$ cat src/rtl/instruction_fetch_stage.sv
// Instruction fetch stage: PC, imem req/ready handshake, one-entry holding
// buffer for decode stalls, redirect handling with a drain of in-flight requests.
module instruction_fetch_stage #(
   parameter logic [31:0] RESET_PC = 32'h0000_0000
) (
   input  logic        clk,
   input  logic        rst_n,
   output logic        imem_req,
   output logic [31:0] imem_addr,
   input  logic        imem_ready,
   input  logic [31:0] imem_rdata,
   input  logic        stall,
   input  logic        redirect,
   input  logic [31:0] redirect_pc,
   output logic [31:0] IR,
   output logic [31:0] PC_1,
   output logic        ir_valid
);

   typedef enum logic [1:0] {IDLE, FETCH, FULL, DRAIN} state_e;

   typedef struct packed {
      logic [31:0] ir;
      logic [31:0] pc_1;
   } fetch_word_t;

   state_e      state_q, state_d;
   logic [31:0] pc_q, pc_d;
   logic [31:0] drain_addr_q, drain_addr_d;
   fetch_word_t buf_q, buf_d;
   logic [31:0] ir_q, ir_d;
   logic [31:0] pc_1_q, pc_1_d;
   logic        ir_valid_q, ir_valid_d;

   logic        xfer;
   logic [31:0] pc_inc;

   // Request and address decode from registers only; DRAIN keeps the old address
   // on the bus while pc already points at the redirect target.
   assign imem_req  = (state_q == FETCH) || (state_q == DRAIN);
   assign imem_addr = (state_q == DRAIN) ? drain_addr_q : pc_q;
   assign xfer      = imem_req && imem_ready;
   assign pc_inc    = pc_q + 32'd1;

   assign IR       = ir_q;
   assign PC_1     = pc_1_q;
   assign ir_valid = ir_valid_q;

   always_comb begin
      state_d      = state_q;
      pc_d         = pc_q;
      drain_addr_d = drain_addr_q;
      buf_d        = buf_q;
      ir_d         = ir_q;
      pc_1_d       = pc_1_q;
      ir_valid_d   = ir_valid_q;

      if (redirect) begin
         pc_d       = redirect_pc;
         ir_d       = 32'h0;
         ir_valid_d = 1'b0;
         buf_d      = '0;
         if (imem_req && !imem_ready) begin
            state_d = DRAIN;
            // A second redirect in DRAIN must not move the outstanding address.
            drain_addr_d = imem_addr;
         end else begin
            state_d = FETCH;
         end
      end else begin
         unique case (state_q)
            IDLE: state_d = FETCH;
            FETCH: begin
               if (xfer) begin
                  pc_d = pc_inc;
                  if (!stall) begin
                     ir_d       = imem_rdata;
                     pc_1_d     = pc_inc;
                     ir_valid_d = 1'b1;
                  end else begin
                     buf_d   = '{ir: imem_rdata, pc_1: pc_inc};
                     state_d = FULL;
                  end
               end else if (!stall) begin
                  ir_d       = 32'h0;
                  ir_valid_d = 1'b0;
               end
            end
            FULL: begin
               if (!stall) begin
                  ir_d       = buf_q.ir;
                  pc_1_d     = buf_q.pc_1;
                  ir_valid_d = 1'b1;
                  buf_d      = '0;
                  state_d    = FETCH;
               end
            end
            DRAIN: begin
               if (!stall) begin
                  ir_d       = 32'h0;
                  ir_valid_d = 1'b0;
               end
               if (imem_ready) state_d = FETCH;
            end
            default: state_d = IDLE;
         endcase
      end
   end

   always_ff @(posedge clk or negedge rst_n) begin
      if (!rst_n) begin
         state_q      <= IDLE;
         pc_q         <= RESET_PC;
         drain_addr_q <= RESET_PC;
         buf_q        <= '0;
         ir_q         <= 32'h0;
         pc_1_q       <= 32'h0;
         ir_valid_q   <= 1'b0;
      end else begin
         state_q      <= state_d;
         pc_q         <= pc_d;
         drain_addr_q <= drain_addr_d;
         buf_q        <= buf_d;
         ir_q         <= ir_d;
         pc_1_q       <= pc_1_d;
         ir_valid_q   <= ir_valid_d;
      end
   end

endmodule

$ cat config.mk
export PLATFORM = sky130hd
export DESIGN_NAME = instruction_fetch_stage
export DESIGN_NICKNAME = d
export VERILOG_FILES = /design/src/rtl/instruction_fetch_stage.sv
export SDC_FILE = /design/constraint.sdc
export NUM_CORES = 1
export LEC_CHECK = 0
export ABC_AREA = 1
export BUFFER_PORTS_ARGS = -buffer_cell sky130_fd_sc_hd__buf_2
export CAP_MARGIN = 20
export CORE_ASPECT_RATIO = 2
export CORE_MARGIN = 4
export CORE_UTILIZATION = 62
export CTS_CLUSTER_DIAMETER = 30
export CTS_CLUSTER_SIZE = 14
export DETAILED_ROUTE_END_ITERATION = 8
export PLACE_DENSITY = 0.86
export SLEW_MARGIN = 15
export SYNTH_ARGS = -nofsm -noshare
export SYNTH_HDL_FRONTEND = slang
export SYNTH_SLANG_ARGS = --single-unit
$ cat constraint.sdc
create_clock -name clk -period 2.88 [get_ports clk]
set_input_delay 0.576 -clock clk [delete_from_list [all_inputs] [get_ports clk]]
set_output_delay 0.576 -clock clk [all_outputs]
set_load 0.02 [all_outputs]
# --- After elaboration in Yosys (flattened, before gate mapping) ---
# Cells that the tools add are included.
word_totals:
  regBits: 195
  wordCells: 68
classes:
  reduce_logical: 16
  muxes: 31
  addsub: 1
  n_eq_ne: 11
  bitwise_logic: 1
op_table:
  columns: ["cell", "n"]
  rows:
  - ["2-to-1 mux 32 bit", 12]
  - ["2-to-1 mux 64 bit", 4]
  - ["one-hot mux 64 bit (2 select lines)", 1]
  - ["one-hot mux 32 bit (3 select lines)", 1]
  - ["one-hot mux 32 bit (2 select lines)", 1]
  - ["adder 32 x 1 -> 32 bit (second input constant)", 1]
  - ["2-to-1 mux 2 bit", 6]
  - ["inequality test 3 bit (second input constant)", 4]
  - ["one-hot mux 2 bit (4 select lines)", 1]
  - ["AND reduction 4 bit", 2]
  - ["inequality test 2 bit (second input constant)", 3]
  - ["nonzero test 2 bit", 3]
  - ["AND reduction 5 bit", 1]
  - ["equality test 2 bit (second input constant)", 2]
  - ["2-to-1 mux 1 bit", 4]
  - ["inequality test 4 bit (second input constant)", 1]
  - ["AND reduction 2 bit", 2]
  - ["nonzero test 4 bit", 1]
  - ["one-hot mux 1 bit (3 select lines)", 1]
  - ["AND reduction 3 bit", 1]
  - ["nonzero test 3 bit", 1]
  - ["equality test 2 x 1 -> 1 bit (second input constant)", 1]
  - ["logical AND 1 bit", 2]
  - ["logical NOT 2 bit", 1]
  - ["3 further kinds", 3]

# --- Longest topological paths before layout ---
# Gate-level depths: netlist of run 1.
depth:
  ltp_word: 6
  mapped_depth: 12

# --- Least setup slack after synthesis of run 1 ---
# OpenSTA, ideal clock, no wires.
synth_path:
  kind: "reg2out"
  from: "register state_q[0]"
  to: "output imem_addr[0]"
  path_stages_with_launch: 5
  t_required_ns: 2.304
  path_slack_ns: 0.809
  arrival_time_ns: 1.495
  path_buffers: 2
  path_cell_list: "dfrtp_1 > ha_1 > buf_2 > clkbuf_1 > o21ai_0"
synth_via:
  elab_chain_cells: 2
synth_rtl:
  columns: ["element", "line", "source"]
  rows:
  - ["start: declaration", "27", "state_e state_q, state_d;"]
  - ["start signal: assignment", "120", "state_q <= state_d;"]
  - ["equality test 2 bit", "41", "assign imem_addr = (state_q == DRAIN) ? drain_addr_q : pc_q;"]
  - ["2-to-1 mux 32 bit", "41", null]
  - ["end: declaration", "9", "output logic [31:0] imem_addr,"]
# Every way passes these cells.

# --- Final worst setup path of run 1 ---
layout_path:
  from: "register state_q[0]"
  to: "output imem_addr[3]"
# Same word-level chain as after synthesis.

==> results_dict.tcl, run 1 <==
set metrics [dict create \
    p_per_area_nw_per_um2 1100 \
    reg2reg_depth 10 \
    setup_violations 0 \
    leakagePower_uw 0.00582 \
    synthTopCellsByArea "dfrtp_1 47%, nand2_1 15%, nand3_1 6.9%" \
    synth_area_leader_cell "dfrtp_1" \
    syn_avg_cell_area_um2 7.63 \
    gp_congestion 1.01 \
    post-route-period-util_pct 91.9 \
    ys_types 33 \
    cts_max_level 4 \
    ant_nets 0 \
    synth_ff_type "dfrtp_1" \
    fp.dieArea_um2 18800 \
    cts_buffers 17 \
    drv_slew 0 \
    grt_pass1_vias 9945 \
    ff_latch_area_um2 4880 \
    rows 66 \
    crit_required_ns 2.30 \
    crit_end "imem_addr[3]" \
    worst_slew_pin_slew_ns 0.864 \
    tns_ns 0 \
    clockBufferDepth 2 \
    nNetsFinal 1542 \
    top_layer_used "met4" \
    drt_iter0_drc 737 \
    startpoint "state_q[0]" \
    relSlewSlack_pct 42.4 \
    ir_drop_uv 825 \
    holdBufCountCts 0 \
    hpwlAfterDp_um 21900 \
    synth_edf_count 0 \
    dr.pass1.iters 8 \
    die_w_um 99.0 \
    r2r_end "IR[8]" \
    wl_met1_um 10800 \
    fmax_mhz 378 \
    clock-sinks 195 \
    synth-seq-area-share_pct 47.5 \
    post_cts_buffers 0 \
    met2_length_um 16600 \
    cts_root_buf "clkbuf_16" \
    yosys_warnings 0 \
    path_cells "ha_4 > buf_12 > nand2_1 > o21ai_0 > buf_2" \
    num_vias 10100 \
    grt_pass1_wl_um 50200 \
    worstHoldPathType "in -> async" \
    grt_max_degree 77 \
    slowest_stage "dfrtp_1" \
    synthToLayoutAreaGrowth_pct 15.4 \
    core_um2 16300 \
    cp-start-kind "register" \
    fillerInstances 1321 \
    ff2ff_setup_slack_ns 0.52 \
    path_clk_slew_ns 0.07 \
    cap_violations 0 \
    routed_via_density 6.01 \
    fin_crit_ns 2.65 \
    route.met3.wl_um 2010 \
    clock_latency_ns 0.43 \
    antenna_found_initial 0 \
    boundaryPins 167 \
    clock_skew_ns 0.00852 \
    ys_seq_elements 195 \
    hold_violations 0 \
    path_class "reg -> out" \
    power_uw 13000 \
    slowest_delay_ns 0.46 \
    syn-cell-area_um2 10300 \
    cts_tree "built" \
    drive_gt1_share_pct 17.5 \
    synth_nets 1419 \
    start_util_pct 63.2 \
    synthArstFlopShare_pct 100 \
    critPathMaxFanout 64 \
    drc 0 \
    end_kind "output pin" \
    crit_arrival_ns 2.07 \
    status "finished clean" \
    die_y_um 190 \
    port_buffers 166 \
    wl_um 31500 \
    post_drt_wl_per_cell_um 18.7 \
    overflow 0 \
    netlist_instances 1346 \
    synth.top_cell.area_share_pct 47.5 \
    antennaDiodeCount 0 \
    rsz0062_at_grt "no" \
    r2r-start "state_q[1]" \
    track_usage_pct 33.7 \
    multi_input_area_um2 4670 \
]
==> stage by stage <==
stage          cells  hold slack, ns  area [µm²]  worst slack [ns]  utilization, %
2_1_floorplan   1346           0.280       10300             0.809               -
3_3_place_gp    1654           0.461       11200             0.520            69.1
3_5_place_dp    1654           0.460       11200             0.468            69.1
4_1_cts         1686           0.184       11800             0.130            72.8
5_1_grt         1686           0.194       11900             0.180            72.9
6_report        1686           0.133       11900             0.232            72.9
==> report_power, final <==
part / internal (µW) / switching, µW
logic: 1830 / 4190
clock network: 1410 / 1090
registers: 3780 / 684
total: 7030 / 5970
==> area by class of cell <==
type	count	area share, %
well taps	204	2.15
repair buffers	191	9.19
clock inverters	12	1.40
inverters	93	2.94
flip-flops and latches	195	41.1
clock buffers	20	3.77
multi-input cells	971	39.4
==> cells by family after synthesis <==
kind of cell / after synthesis / share of synthesized area [%]
buffers and inverters: 180 / 7.24
flip-flops: 195 / 47.5
adder cells (fa/ha/maj): 4 / 0.487
XOR/XNOR: 13 / 1.18
AND/OR/NAND/NOR: 670 / 27.8
AO/OA/AOI/OAI: 284 / 15.8
==> layout by cell type, fill, tap and decap left out, types with 3 or more instances in the layout <==
cell type  instances
o211ai_1          26
o21ai_0          101
inv_2             12
nor2_1            69
buf_12             5
bufinv_16          3
buf_2            165
a21oi_1           68
buf_4             20
nor2_4            10
nand2_1          423
nand3_1          141
inv_1             81
xor2_1            12
clkbuf_16         17
o21ai_1           42
nand4_1           12
nand2_2            7
inv_6              4
a31oi_1            4
dfrtp_1          195
o2111ai_1         20
o31ai_1           18
==> worst min path at each step <==
stage | slack, ns | from | endpoint | cells after the start
3_5_place_dp | 0.46 | PC_1[3] | PC_1[3] | 2
4_1_cts | 0.18 | rst_n | buf_q[37] | 1
3_3_place_gp | 0.46 | PC_1[4] | PC_1[4] | 2
5_1_grt | 0.19 | rst_n | buf_q[37] | 1
6_report | 0.13 | rst_n | buf_q[37] | 1
2_1_floorplan | 0.28 | rst_n | IR[0] | 0
==> timing repair <==
action / CTS / global route
gates resized for setup: 0 / 1
endpoints found under the setup margin: 0 / 1
hold endpoints to repair: 0 / 0
==> per-layer routing <==
metal  track usage, %  vias up
met1             37.5     4790
met5                0        -
met2             58.6      530
li1                 -     4706
met4             23.5        0
met3             4.33      109
==> state kept, by name, indices dropped and copies added (netlist names) <==
register,flops
IR,32
PC_1,32
buf_q,64
drain_addr_q,32
ir_valid,1
pc_q,32
state_q,2
==> critical path, delay by kind of cell (launching register included) <==
family	cells	cell delay, ns
buffers and inverters	2	0.51
and+or+nand+nor	1	0.07
AOI/OAI and AO/OA	1	0.16
DFF	1	0.46
adders and majority gates	1	0.36
==> cells in the mapped netlist (18+ instances only) <==
cell / count
a21oi_1: 68
buf_2: 28
clkbuf_1: 42
dfrtp_1: 195
inv_1: 81
nand2_1: 423
nand3_1: 141
nor2_1: 69
o2111ai_1: 20
o211ai_1: 26
o21ai_0: 101
o21ai_1: 42
o31ai_1: 18
No activity file was read; power rests on OpenSTA's default activity.
==> run 2: changes to the inputs <==
CORE_MARGIN = 3   (was 4)
==> run 2 against run 1 <==
  * Sequential share of layout area up 0.070 points
  * Power down 0.50%
  * Die area down 3.1%
  * First-iteration DRC count up 5.7%
  * Core utilization down 0.12 points
  * Routed wire length down 0.48%
  * Maximum frequency up 4.1%
  * Critical path type is now reg -> reg
==> results_dict.tcl, run 2 (synthesis results as in run 1) <==
set metrics [dict create \
    grt_max_degree 81 \
    worstHoldPathType "in -> async" \
    post_drt_wl_per_cell_um 18.6 \
    end_kind "register" \
    hold_violations 0 \
    port_buffers 166 \
    power_frac_seq_pct 34.6 \
    cp-start-kind "register" \
    path_buf_inv 4 \
    crit_end "IR[8]" \
    crit_required_ns 3.18 \
    post_dp_cell_area_um2 11200 \
    swShare_pct 46.6 \
    fp.dieArea_um2 18200 \
    fin_crit_ns 2.54 \
    status "finished clean" \
    tns_ns 0 \
    path_depth 10 \
    core_um2 16300 \
    startpoint "state_q[0]" \
    rows 66 \
    setup_violations 0 \
    cts_root_buf "clkbuf_16" \
    wl_um 31300 \
    top_register "buf_q" \
    grt_pass1_vias 9955 \
    ant_nets 0 \
    num_vias 10100 \
    leakagePower_uw 0.00580 \
    design_area_um2 11800 \
    slowest_stage "buf_4" \
    overflow 0 \
    clockPowerShare_pct 19.0 \
    cts_buffers 17 \
    routed_via_density 5.96 \
    clockBufferDepth 2 \
    clock_skew_ns 0.0169 \
    drt_iter0_drc 779 \
    r2r_end "IR[8]" \
    clock_latency_ns 0.45 \
    synthToLayoutAreaGrowth_pct 15.2 \
    drc 0 \
    path_clk_slew_ns 0.08 \
    cts_tree "built" \
    power_uw 12900 \
    post_cts_buffers 0 \
    p_sw_uw 6030 \
    crit_arrival_ns 2.84 \
    gp_congestion 0.942 \
    die_y_um 188 \
    r2r-start "state_q[0]" \
    die_w_um 97.0 \
    nNetsFinal 1541 \
    clock-sinks 195 \
    reg2reg_depth 10 \
    critPathMaxFanout 51 \
    grt_pass1_wl_um 50500 \
    hpwlAfterDp_um 21600 \
    slowest_delay_ns 0.49 \
    final_cell_mix "423 x nand2_1, 195 x dfrtp_1, 165 x buf_2" \
    largest_reg_flops 64 \
    critPathMostFrequentCell "buf_4" \
    worst_slew_pin_slew_ns 1.03 \
    drive_gt1_share_pct 17.5 \
    combPwrFrac_pct 46.4 \
    ff2ff_setup_slack_ns 0.34 \
    cap_violations 0 \
    antenna_found_initial 1 \
    cts_max_level 4 \
    ir_drop_uv 623 \
    post-route-period-util_pct 88.4 \
    rsz0062_at_grt "no" \
    p_int_uw 6900 \
    dr.pass1.iters 5 \
    path_class "reg -> reg" \
    crit_family "buffers and inverters" \
    track_usage_pct 34.7 \
    path_cells "inv_1 > ha_2 > inv_2 > buf_4 > nand2_1 > nor2_2 > nor2_4 > buf_4 > nand4_1 > o21ai_0" \
    drv_slew 0 \
    boundaryPins 167 \
    fmax_mhz 393 \
    mostFrequentLayoutCell "nand2_1" \
    p_per_area_nw_per_um2 1090 \
    relSlewSlack_pct 31.6 \
    start_util_pct 63.2 \
]
-- run 2: cell types whose count changed in the layout (fill, tap and decap cells not counted), moves of 2 or more --
cell / previous run / this run
buf_4: 20 / 17
clkinv_4: 2 / 0
clkinvlp_4: 1 / 3
inv_6: 4 / 6
-- run 2: layout make-up --
type,instances,area [µm²]
Fill cell,1322,4430
Clock inverter,14,168
Clock buffer,18,429
Multi-Input combinational cell,972,4670
Antenna cell,1,2.50
Tap cell,204,255
Sequential cell,195,4880
Inverter,93,349
Timing Repair Buffer,189,1090
-- run 2: power by group through the flow --
stage | Combinational, µW | Clock [µW] | Sequential [µW]
after floorplan | 3720 | 0 | 4760
after global placement | 5770 | 0 | 4470
after detailed placement | 5910 | 0 | 4500
after CTS | 5960 | 2460 | 4460
after global routing | 6620 | 2580 | 4580
final | 6000 | 2450 | 4480
-- run 2: per-layer routing --
metal / part of all wire (%) / global-route usage (%) / routed length, µm
met1: 34 / 38.9 / 10600
met3: 6.4 / 4.10 / 2000
met5: 0 / 0 / 0
met4: 8.0 / 26.3 / 2510
met2: 52 / 59.5 / 16200
-- run 2: what timing repair did --
action | 4_1_cts | 5_1_grt
hold buffers | 0 | 0
resized for setup | 0 | 0
endpoints found under the setup margin | 0 | 38
-- run 2: worst min-delay path by stage --
stage	from	to	slack [ns]	cells after the start
after floorplan	rst_n	IR[0]	0.28	0
after global placement	drain_addr_q[24]	drain_addr_q[24]	0.46	2
after detailed placement	drain_addr_q[19]	drain_addr_q[19]	0.47	2
after CTS	rst_n	buf_q[63]	0.13	1
after global routing	rst_n	IR[1]	0.14	1
final	rst_n	IR[1]	0.11	1
-- run 2: stage by stage --
stage / utilization [%] / hold WS (ns) / cells / worst slack (ns)
after detailed placement: 69.1 / 0.465 / 1652 / 0.130
after floorplan: - / 0.280 / 1346 / 0.809
after global placement: 69.1 / 0.461 / 1652 / 0.207
after global routing: 72.8 / 0.138 / 1686 / 0.151
final: 72.8 / 0.106 / 1686 / 0.335
after CTS: 72.7 / 0.126 / 1684 / 0.0911
-- run 2: worst reg2reg max path, cell delays in order, from the launching register on --
cell and delay [ns]:
dfrtp_1 0.41, inv_1 0.06, ha_2 0.21, inv_2 0.06, buf_4 0.49, nand2_1 0.32
nor2_2 0.23, nor2_4 0.05, buf_4 0.31, nand4_1 0.16, o21ai_0 0.09
==> run 3: changes to the inputs <==
TNS_END_PERCENT = 20   (was default)
clock period = 3.3 ns   (was 2.88 ns; I/O delays follow)
==> run 3 against run 2 <==
  * Core utilization decreased by 0.62 points
  * Register-to-register slack improved by 0.17 ns
  * Non-clock buffer count decreased by 3
  * Worst hold slack improved by 0.14 ns
  * Cell count decreased by 0.30%
  * Routed wire length decreased by 0.13%
  * First-iteration DRC count decreased by 8.1%
  * Global-route usage increased by 0.16 points
  * Worst setup slack got worse by 0.073 ns
==> results_dict.tcl, run 3 (synthesis results as in run 1) <==
set metrics [dict create \
    grt_pass1_wl_um 50700 \
    critPathMaxFanout 32 \
    end_kind "output pin" \
    cap_violations 0 \
    path_clk_slew_ns 0.07 \
    antenna_found_initial 0 \
    port_buffers 166 \
    cts_root_buf "clkbuf_16" \
    clock-sinks 195 \
    drv_slew 0 \
    drt_iter0_drc 716 \
    path_depth 4 \
    rows 66 \
    drive_gt1_share_pct 17.2 \
    num_vias 9917 \
    top_register "buf_q" \
    r2r_end "IR[19]" \
    gp_congestion 1.00 \
    finalWorstSetupSlack_ns 0.262 \
    grt_max_degree 81 \
    worstHoldPathType "in -> async" \
    core_um2 16300 \
    reg2reg_depth 8 \
    ir_drop_uv 640 \
    p_per_area_nw_per_um2 945 \
    crit_family "adder cells" \
    path_buf_inv 2 \
    setup_violations 0 \
    fp.dieArea_um2 18200 \
    cts_buffers 17 \
    synthToLayoutAreaGrowth_pct 14.2 \
    drc 0 \
    post_cts_buffers 0 \
    path_cells "ha_2 > inv_2 > o21ai_0 > buf_2" \
    crit_arrival_ns 2.38 \
    cts_tree "built" \
    relSlewSlack_pct 32.5 \
    cts.repair.resized 0 \
    boundaryPins 167 \
    start_util_pct 63.2 \
    ff2ff_setup_slack_ns 0.51 \
    die_y_um 188 \
    antennaDiodeCount 0 \
    fin_crit_ns 3.04 \
    worst_slew_pin_slew_ns 1.01 \
    hold_violations 0 \
    hpwlAfterDp_um 21800 \
    cp-start-kind "register" \
    nNetsFinal 1537 \
    post_drt_wl_per_cell_um 18.6 \
    final_cell_mix "423 x nand2_1, 195 x dfrtp_1, 165 x buf_2" \
    crit_required_ns 2.64 \
    fillerInstances 1370 \
    routed_via_density 5.90 \
    holdBufCountCts 0 \
    largest_reg_flops 64 \
    clockBufferDepth 2 \
    slowest_delay_ns 0.55 \
    finalNonFillerCells 1681 \
    leakagePower_uw 0.00577 \
    ant_nets 0 \
    fmax_mhz 329 \
    overflow 0 \
    slowest_stage "ha_2" \
    wl_um 31300 \
    status "finished clean" \
    whs_ns 0.242 \
    r2r-start "state_q[0]" \
    die_w_um 97.0 \
    grt_pass1_vias 9866 \
    dr.pass1.iters 7 \
    dp_cells 1649 \
    clock_latency_ns 0.44 \
    mostFrequentLayoutCell "nand2_1" \
    rsz0062_at_grt "no" \
    power_uw 11100 \
    clock_skew_ns 0.0111 \
    path_class "reg -> out" \
    track_usage_pct 34.8 \
    tns_ns 0 \
    dp_slack_ns 0.427 \
    post-route-period-util_pct 92.1 \
    cts_max_level 4 \
]
==> run 3: worst max path at each step <==
stage | from | endpoint | slack, ns
after floorplan | state_q[0] | imem_addr[0] | 1.15
after detailed placement | redirect | IR[19] | 0.43
after CTS | state_q[0] | imem_addr[29] | 0.20
after global routing | state_q[0] | IR[16] | 0.14
after global placement | redirect | IR[20] | 0.52
final | state_q[0] | imem_addr[2] | 0.26
==> run 3: routing by layer <==
metal  wire (µm)  track usage [%]  part of all wire, %  vias to the layer above
met4        2120             22.9                  6.8                        0
met1       10700             38.7                   34                     4694
met3        1810             4.36                  5.8                      105
met2       16700             61.7                   53                      428
li1            -                -                    -                     4690
met5           0                0                    0                        -
==> run 3: stage by stage <==
stage	utilization [%]	instance area [µm²]
4_1_cts	72.1	11700
3_5_place_dp	68.7	11200
6_report	72.2	11700
5_1_grt	72.2	11700
2_1_floorplan	-	10300
3_3_place_gp	68.7	11200
==> run 3: area by class of cell <==
cell class / instances / area [µm²] / share of cell area, %
Inverter: 93 / 349 / 2.97
Tap cell: 204 / 255 / 2.17
Sequential cell: 195 / 4880 / 41.6
Clock inverter: 13 / 129 / 1.10
Timing Repair Buffer: 186 / 1030 / 8.78
Clock buffer: 19 / 433 / 3.69
Multi-Input combinational cell: 971 / 4660 / 39.7
==> run 3: power breakdown <==
group | total (µW) | leakage (µW) | internal, µW | switching (µW)
logic | 5160 | 0.00302 | 1530 | 3630
clock network | 2030 | 0.000277 | 1060 | 968
registers | 3900 | 0.00247 | 3300 | 599
total | 11100 | 0.00577 | 5890 | 5200
